**src/rtl/bnn_pkg.sv**
```systemverilog
// Shared constants and types for the binary CNN datapath blocks.
package bnn_pkg;

  localparam int NMAX = 28;
  localparam int N_L1 = 28;
  localparam int N_L2 = 12;
  localparam int K    = 3;

  localparam logic LAYER_L1 = 1'b0;
  localparam logic LAYER_L2 = 1'b1;

  typedef enum logic [1:0] {IDLE, RUN, DONE} win_state_e;

  function automatic logic [4:0] layer_ni(input logic sel);
    return (sel == LAYER_L2) ? 5'(N_L2) : 5'(N_L1);
  endfunction

endpackage

```
**src/rtl/line_fifo.sv**
```systemverilog
// One feature-map line of delay: 1-bit shift register with a runtime read tap,
// so the same storage serves any line length up to NMAX.
module line_fifo #(
  parameter int NMAX = 28
) (
  input  logic       clk,
  input  logic       rstn,
  input  logic       shift_i,
  input  logic       din_i,
  input  logic [4:0] idx_i,
  output logic       dout_o
);

  logic [NMAX-1:0] sr_q;
  logic [NMAX-1:0] sr_d;

  always_comb begin
    sr_d = sr_q;
    if (shift_i) sr_d = {sr_q[NMAX-2:0], din_i};
  end

  always_ff @(posedge clk or negedge rstn) begin
    if (!rstn) sr_q <= '0;
    else       sr_q <= sr_d;
  end

  // Reading index Ni-1 before the shift yields the pixel exactly one line back.
  assign dout_o = sr_q[idx_i];

endmodule

```
**src/rtl/conv_window_gen.sv**
```systemverilog
// Raster-order 1-bit pixel stream in, one registered 3-row column per accepted pixel out.
// Frame FSM, row/column counters and output registers; line buffers live in line_fifo.
module conv_window_gen #(
  parameter int K    = 3,
  parameter int NMAX = 28
) (
  input  logic         clk,
  input  logic         rstn,
  input  logic         start,
  input  logic         state,
  input  logic         din,
  input  logic         din_valid,
  output logic [K-1:0] taps,
  output logic         tvalid,
  output logic         win_valid,
  output logic         busy,
  output logic         frame_done
);

  import bnn_pkg::*;

  win_state_e   fsm_q, fsm_d;
  logic [4:0]   ni_q, ni_d;
  logic [4:0]   row_q, row_d;
  logic [4:0]   col_q, col_d;
  logic [K-1:0] taps_q, taps_d;
  logic         tvalid_q, tvalid_d;
  logic         win_q, win_d;
  logic         accept;
  logic         lb1_out, lb2_out;
  logic [4:0]   last_idx;

  assign last_idx = ni_q - 5'd1;

  always_comb begin
    fsm_d    = fsm_q;
    ni_d     = ni_q;
    row_d    = row_q;
    col_d    = col_q;
    taps_d   = taps_q;
    tvalid_d = 1'b0;
    win_d    = 1'b0;
    accept   = 1'b0;
    case (fsm_q)
      IDLE: begin
        if (start) begin
          fsm_d = RUN;
          ni_d  = layer_ni(state);
          row_d = 5'd0;
          col_d = 5'd0;
        end
      end
      RUN: begin
        if (din_valid) begin
          accept   = 1'b1;
          taps_d   = {lb2_out, lb1_out, din};
          // Rows 0 and 1 would expose the previous frame's lines.
          tvalid_d = (row_q >= 5'd2);
          win_d    = (row_q >= 5'd2) && (col_q >= 5'd2);
          if (col_q == last_idx) begin
            col_d = 5'd0;
            row_d = row_q + 5'd1;
            if (row_q == last_idx) fsm_d = DONE;
          end else begin
            col_d = col_q + 5'd1;
          end
        end
      end
      DONE:    fsm_d = IDLE;
      default: fsm_d = IDLE;
    endcase
  end

  always_ff @(posedge clk or negedge rstn) begin
    if (!rstn) begin
      fsm_q    <= IDLE;
      ni_q     <= 5'd0;
      row_q    <= 5'd0;
      col_q    <= 5'd0;
      taps_q   <= '0;
      tvalid_q <= 1'b0;
      win_q    <= 1'b0;
    end else begin
      fsm_q    <= fsm_d;
      ni_q     <= ni_d;
      row_q    <= row_d;
      col_q    <= col_d;
      taps_q   <= taps_d;
      tvalid_q <= tvalid_d;
      win_q    <= win_d;
    end
  end

  line_fifo #(.NMAX(NMAX)) u_lb1 (
    .clk     (clk),
    .rstn    (rstn),
    .shift_i (accept),
    .din_i   (din),
    .idx_i   (last_idx),
    .dout_o  (lb1_out)
  );

  line_fifo #(.NMAX(NMAX)) u_lb2 (
    .clk     (clk),
    .rstn    (rstn),
    .shift_i (accept),
    .din_i   (lb1_out),
    .idx_i   (last_idx),
    .dout_o  (lb2_out)
  );

  assign taps       = taps_q;
  assign tvalid     = tvalid_q;
  assign win_valid  = win_q;
  assign busy       = (fsm_q != IDLE);
  assign frame_done = (fsm_q == DONE);

endmodule

```
**config.mk**
```make
export PLATFORM = sky130hd
export DESIGN_NAME = conv_window_gen
export DESIGN_NICKNAME = d
export VERILOG_FILES = /design/src/rtl/bnn_pkg.sv /design/src/rtl/line_fifo.sv /design/src/rtl/conv_window_gen.sv
export SDC_FILE = /design/constraint.sdc
export NUM_CORES = 1
export LEC_CHECK = 0
export ABC_AREA = 1
export BUFFER_PORTS_ARGS = -buffer_cell sky130_fd_sc_hd__buf_2
export CAP_MARGIN = 30
export CORE_MARGIN = 10
export CORE_UTILIZATION = 34
export CTS_CLUSTER_DIAMETER = 80
export DETAILED_ROUTE_END_ITERATION = 16
export PLACE_DENSITY_LB_ADDON = 0.2
export SYNTH_ARGS = -nofsm -noshare
export SYNTH_HDL_FRONTEND = slang
export SYNTH_SLANG_ARGS = --single-unit
```
**constraint.sdc**
```tcl
create_clock -name clk -period 2.5 [get_ports clk]
set_clock_uncertainty 0.2 [all_clocks]
set_input_delay 0.5 -clock clk [delete_from_list [all_inputs] [get_ports clk]]
set_output_delay 0.5 -clock clk [all_outputs]
set_load 0.01 [all_outputs]
```
[Yosys cells after proc, flatten, opt, wreduce, memory -nomap -nowiden]
Cells that the tools add are included.
Storage, ports and cells
  bits in registers: 78
  input bits: 6
  output and inout port bits: 7
  word-level logic and storage cells: 55
Cells by class
  add/subtract/negate cells: 3
  order comparisons: 3
  eq/ne operators: 8
  mux-type cells: 23
  reduce and logical (&&, ||, !) cells: 9
Operators with widths (number)
  2-to-1 mux 5 bit: 6
  case mux 5 bit (2 select lines): 2
  adder 5 x 1 -> 5 bit, second input constant: 2
  binary-select mux 1 bit (select 5 bit): 2
  == test 5 bit: 2
  greater-or-equal comparator 5 x 2 -> 1 bit, second input constant: 2
  2-to-1 mux 1 bit: 8
  2-to-1 mux 2 bit: 4
  inequality test 2 bit, second input constant: 4
  AND reduction 4 bit: 2
  < comparator 5 x 6 -> 1 bit, second input constant: 1
  subtractor 5 x 1 -> 5 bit, second input constant: 1
  case mux 2 bit (2 select lines): 1
  AND reduction 2 bit: 2
  nonzero test 2 bit: 2
  AND reduction 3 bit: 1
  == test 2 x 1 -> 1 bit, second input constant: 1
  == test 2 bit, second input constant: 1
  zero test 2 bit: 1
  logical AND 1 bit: 1

[Longest topological paths before layout]
  depth in word-level cells: 6
  depth in mapped cells: 9
  mapped depth without buffers: 9

[Hierarchy]
A second synthesis with hierarchy kept.
Unflattened totals
  cell total of the unflattened synthesis: 494
  area, all modules: 3796.1 um2
By module, submodules not included
  line_fifo: times used 2, cells each 182, area each 1358.8 um2, sequential area each 700.7 um2
  conv_window_gen: times used 1, cells each 130, area each 1078.5 um2, sequential area each 475.5 um2

[Worst setup path before layout]
Ideal clock, no wire load.
  path kind: flip-flop to flip-flop
  from: reg col_q[1]
  to: reg fsm_q[0]
  setup time: 128 ps
  data arrival time: 1134 ps
  data required time: 2172 ps
  path slack: 1038 ps
  cell stages (with the launch flop): 8
  path buffers: 1
  period minus slack after synthesis: 1462 ps
  cells stage by stage: dfrtp_1 -> ha_1 -> nand2_1 -> nor2_4 -> nand3_2 -> nand2_4 -> buf_12 -> nand3_1
Between the ends
  word-level cells in the longest chain between the ends: 3
RTL lines
  start: declaration: RTL line conv_window_gen.sv:25  | logic [4:0] col_q, col_d;
  start signal: assignment: RTL line conv_window_gen.sv:87  | col_q <= col_d;
  == test 5 bit: RTL line conv_window_gen.sv:60  | if (col_q == last_idx) begin
  inequality test 2 bit (no source line)
  AND reduction 4 bit (no source line)
  end signal: assignment: RTL line conv_window_gen.sv:84  | fsm_q <= fsm_d;
  end: declaration: RTL line conv_window_gen.sv:22  | win_state_e fsm_q, fsm_d;
No other way between the ends.
A chain may end at the register's enable or synchronous reset.

[Final worst setup path]
  from: reg fsm_q[1]
  to: reg col_q[2]
Between the ends
  word-level cells in the longest chain between the ends: 3
  elaborated cells between the ends (all ways): 7
  classes of those cells: 3 x eq/ne; 1 x mux; 3 x reduce/logical
RTL lines
  == test 2 x 1 -> 1 bit / zero test 2 bit (equally long branches): RTL line conv_window_gen.sv:44  | case (fsm_q)
  inequality test 2 bit (no source line) / nonzero test 2 bit (equally long branches)
  AND reduction 3 bit (no source line)
Several ways; a longest one is shown, not always the timed one.

==> metrics <==
buffer and inverter count on the worst path=2; hpwl dp=3540 um; Comb pwr share=0.165; reg2reg end=col_q[2]; proportion of power drawn by the clock network=0.320; CP Data Required Time=between 2 and 3 ns; Vias=around 2200; WP data arrival=1.90 ns; PwrDens=between 800 and 900 nW/um^2; GRT Total Usage=0.0922; IO Count=13; CTS Buf Count=9; crit path capture type=flip-flop; clock-pin transition on the worst setup and hold timing paths=~0.08 ns; sequential share of power=0.515; clk buf depth=2; post-synthesis sequential area ratio=0.573; cell area after synthesis=between 3000 and 4000 um^2; cell mode on critical path=nand2_1; fraction of layout cells with a size suffix above 1=0.146; RSZ-0062 raised after global routing=false; hold wc startpoint=state; initial antenna violation count=0; worst r2r src=fsm_q[1]; FF-to-FF path depth=9; Crit Path Max Fanout=25; final hold violations=0; Via density=roughly 4.5; Sum Neg Setup Slack=0 ns; clock root buffer=clkbuf_8; largest cells by area after synthesis=dfrtp_1 (57%), nand2_1 (21%), o21ai_0 (2.2%); Tightest Pin Transition=a little under 0.5 ns; relative slew slack=0.672; slowest stage delay, CP=approximately 0.4 ns; status=completed; Die H=about 120 um; Hold WC Path Type=in -> reg; wire per inst=approximately 12 um; drt total wl=between 5000 and 6000 um; asr flop ratio synth=1.00; Synth top area share=0.573; CP max stage cell=nand2_2; Mean Syn Cell Area=between 8 and 9 um^2; LEAKAGE=between 0.0015 and 0.002 uW; top cell type by total area after synthesis=dfrtp_1; max-slew violation count=0; fin crit share=0.733; max-cap viol count=0; count leader, synth=nand2_1; post-CTS sizing=0; H-tree lvl count=3; setup bufs post-CTS=0; Cell Count, Final, Fillers Out=between 400 and 500; global route total overflow=0; Hold Path End=ni_q[4]; core area=about 9200 um^2; cells along the critical path=inv_1 -> nand2_4 -> inv_4 -> nand2_4 -> nand2_2 -> nand2_1 -> nand2_1 -> nand2_1 -> a21oi_2; post-synthesis cell count=~360; internal power=about 2000 uW; hold path cells=2; Setup CP Type=reg -> reg; worst skew pair latency=~0.35 ns; Max Freq=approximately 0.55 GHz; vias in the first global route=roughly 2100; ys flop type=dfrtp_1; GP Congestion=between 0.7 and 0.8; Die Wd=about 120 um; initial core utilization=0.347; Switching Fraction=0.306; pin count of the biggest net entering global routing=46; Final ANT Viol Nets=0; Yosys cell types=27; drt first pass iters=4; die area=around 14000 um^2; drt initial violations=about 200; switching component of the power=900 uW; hold buffer count at cts=1; Nets=roughly 380; setup slack, reg-to-reg=about 0.67 ns; family with the most delay on the worst path=simple AND/OR/NAND/NOR gates; DR DRC count=0; Inst Count DP=471; Setup-failing EPs final=0; PortBufs=12; syn_nets=between 300 and 400; Yosys reg bits=73; diodes inserted=0; first-pass GRT wire length=a little over 10000 um; Max IR drop VDD=roughly 0.24 mV; Worst Setup Start Kind=flip-flop; clock sink total=73; clock tree from TritonCTS=yes; number of core rows=35; Yosys warnings=0; Syn-to-layout area delta=10.8%; Post-synth top cells=nand2_1 (178), dfrtp_1 (73), inv_1 (16); Final min period=about 1.8 ns; EDFF count, synth=0
-- cell families (layout without fill, tap and decap cells) --
kind of cell / after synthesis / after routing / share of synthesized area
simple gates: 223 / 223 / 0.297
flops: 73 / 73 / 0.573
buf+inv: 36 / 51 / 0.0600
compound gates: 21 / 21 / 0.0404
xor+xnor: 5 / 5 / 0.0137
fa+ha+maj: 4 / 4 / 0.0157
-- placed cells by master (no fill, tap or decap), types with 2 or more instances in the layout --
master	n
inv_6	3
nand2_4	3
nor2_1	9
a21oi_2	4
buf_4	2
nand2_2	5
nand3_2	6
o21ai_0	14
inv_2	2
buf_12	2
nor3_1	6
nand2_1	178
dfrtp_1	73
buf_2	11
xor2_1	3
xnor2_1	2
clkbuf_8	9
inv_1	16
nand3_1	13
ha_1	4
-- routing by layer --
| metal | global-route usage | up-vias | part of all wire |
|---|---|---|---|
| met3 | 0.0219 | 10 | 0.038 |
| met4 | 0.0544 | 0 | 0.024 |
| li1 | - | 1135 | - |
| met5 | 0 | - | 0 |
| met1 | 0.128 | 1005 | 0.52 |
| met2 | 0.127 | 30 | 0.42 |
-- worst max path at each step --
| stage | endpoint | slack, ns | from | cells past startpoint |
|---|---|---|---|---|
| 6_report | col_q[2] | 0.67 | fsm_q[1] | 9 |
| 5_1_grt | taps[1] | 0.47 | fsm_q[1] | 8 |
| 4_1_cts | col_q[2] | 0.64 | fsm_q[1] | 9 |
| 3_5_place_dp | col_q[2] | 0.65 | din_valid | 7 |
| 3_3_place_gp | col_q[3] | 0.68 | din_valid | 7 |
| 2_1_floorplan | fsm_q[0] | 1.04 | col_q[1] | 7 |
-- cell type report --
cell class / count / area [um^2]
repair buffers: 16 / 120
well taps: 111 / 139
clock inverters: 7 / 77.6
inverters: 19 / 73.8
flip-flops and latches: 73 / 1830
clock buffers: 9 / 124
multi-input cells: 253 / 1170
fillers: 929 / 5670
-- worst reg2reg max path: stages, from the launching register on --
cell and delay [ns]:
dfrtp_1 0.38, inv_1 0.10, nand2_4 0.09, inv_4 0.09
nand2_4 0.16, nand2_2 0.41, nand2_1 0.10, nand2_1 0.08
nand2_1 0.06, a21oi_2 0.09
-- sequential cells by signal (all words and copies together) (netlist names) --
register / cells
tvalid: 1
u_lb2.sr_q: 27
ni_q: 2
row_q: 5
fsm_q: 2
u_lb1.sr_q: 27
win_valid: 1
taps: 3
col_q: 5
-- per-stage QoR --
step | cell area (um^2) | hold WS (ns) | power [uW] | setup WS, ns | utilization
2_1_floorplan | 3190 | 0.00441 | 1900 | 1.04 | -
3_3_place_gp | 3320 | 0.252 | 2020 | 0.684 | 0.361
3_5_place_dp | 3320 | 0.254 | 2030 | 0.650 | 0.361
4_1_cts | 3530 | 0.157 | 2990 | 0.639 | 0.384
5_1_grt | 3530 | 0.158 | 3150 | 0.471 | 0.384
6_report | 3530 | 0.167 | 2940 | 0.669 | 0.384
-- power by group through the flow --
stage | clock (uW) | combinational [uW] | sequential [uW]
final | 942 | 485 | 1520
after floorplan | 0 | 389 | 1510
after detailed placement | 0 | 493 | 1540
after global placement | 0 | 486 | 1540
after global routing | 1020 | 576 | 1550
after CTS | 973 | 498 | 1520
No activity file was read; power rests on OpenSTA's default activity.
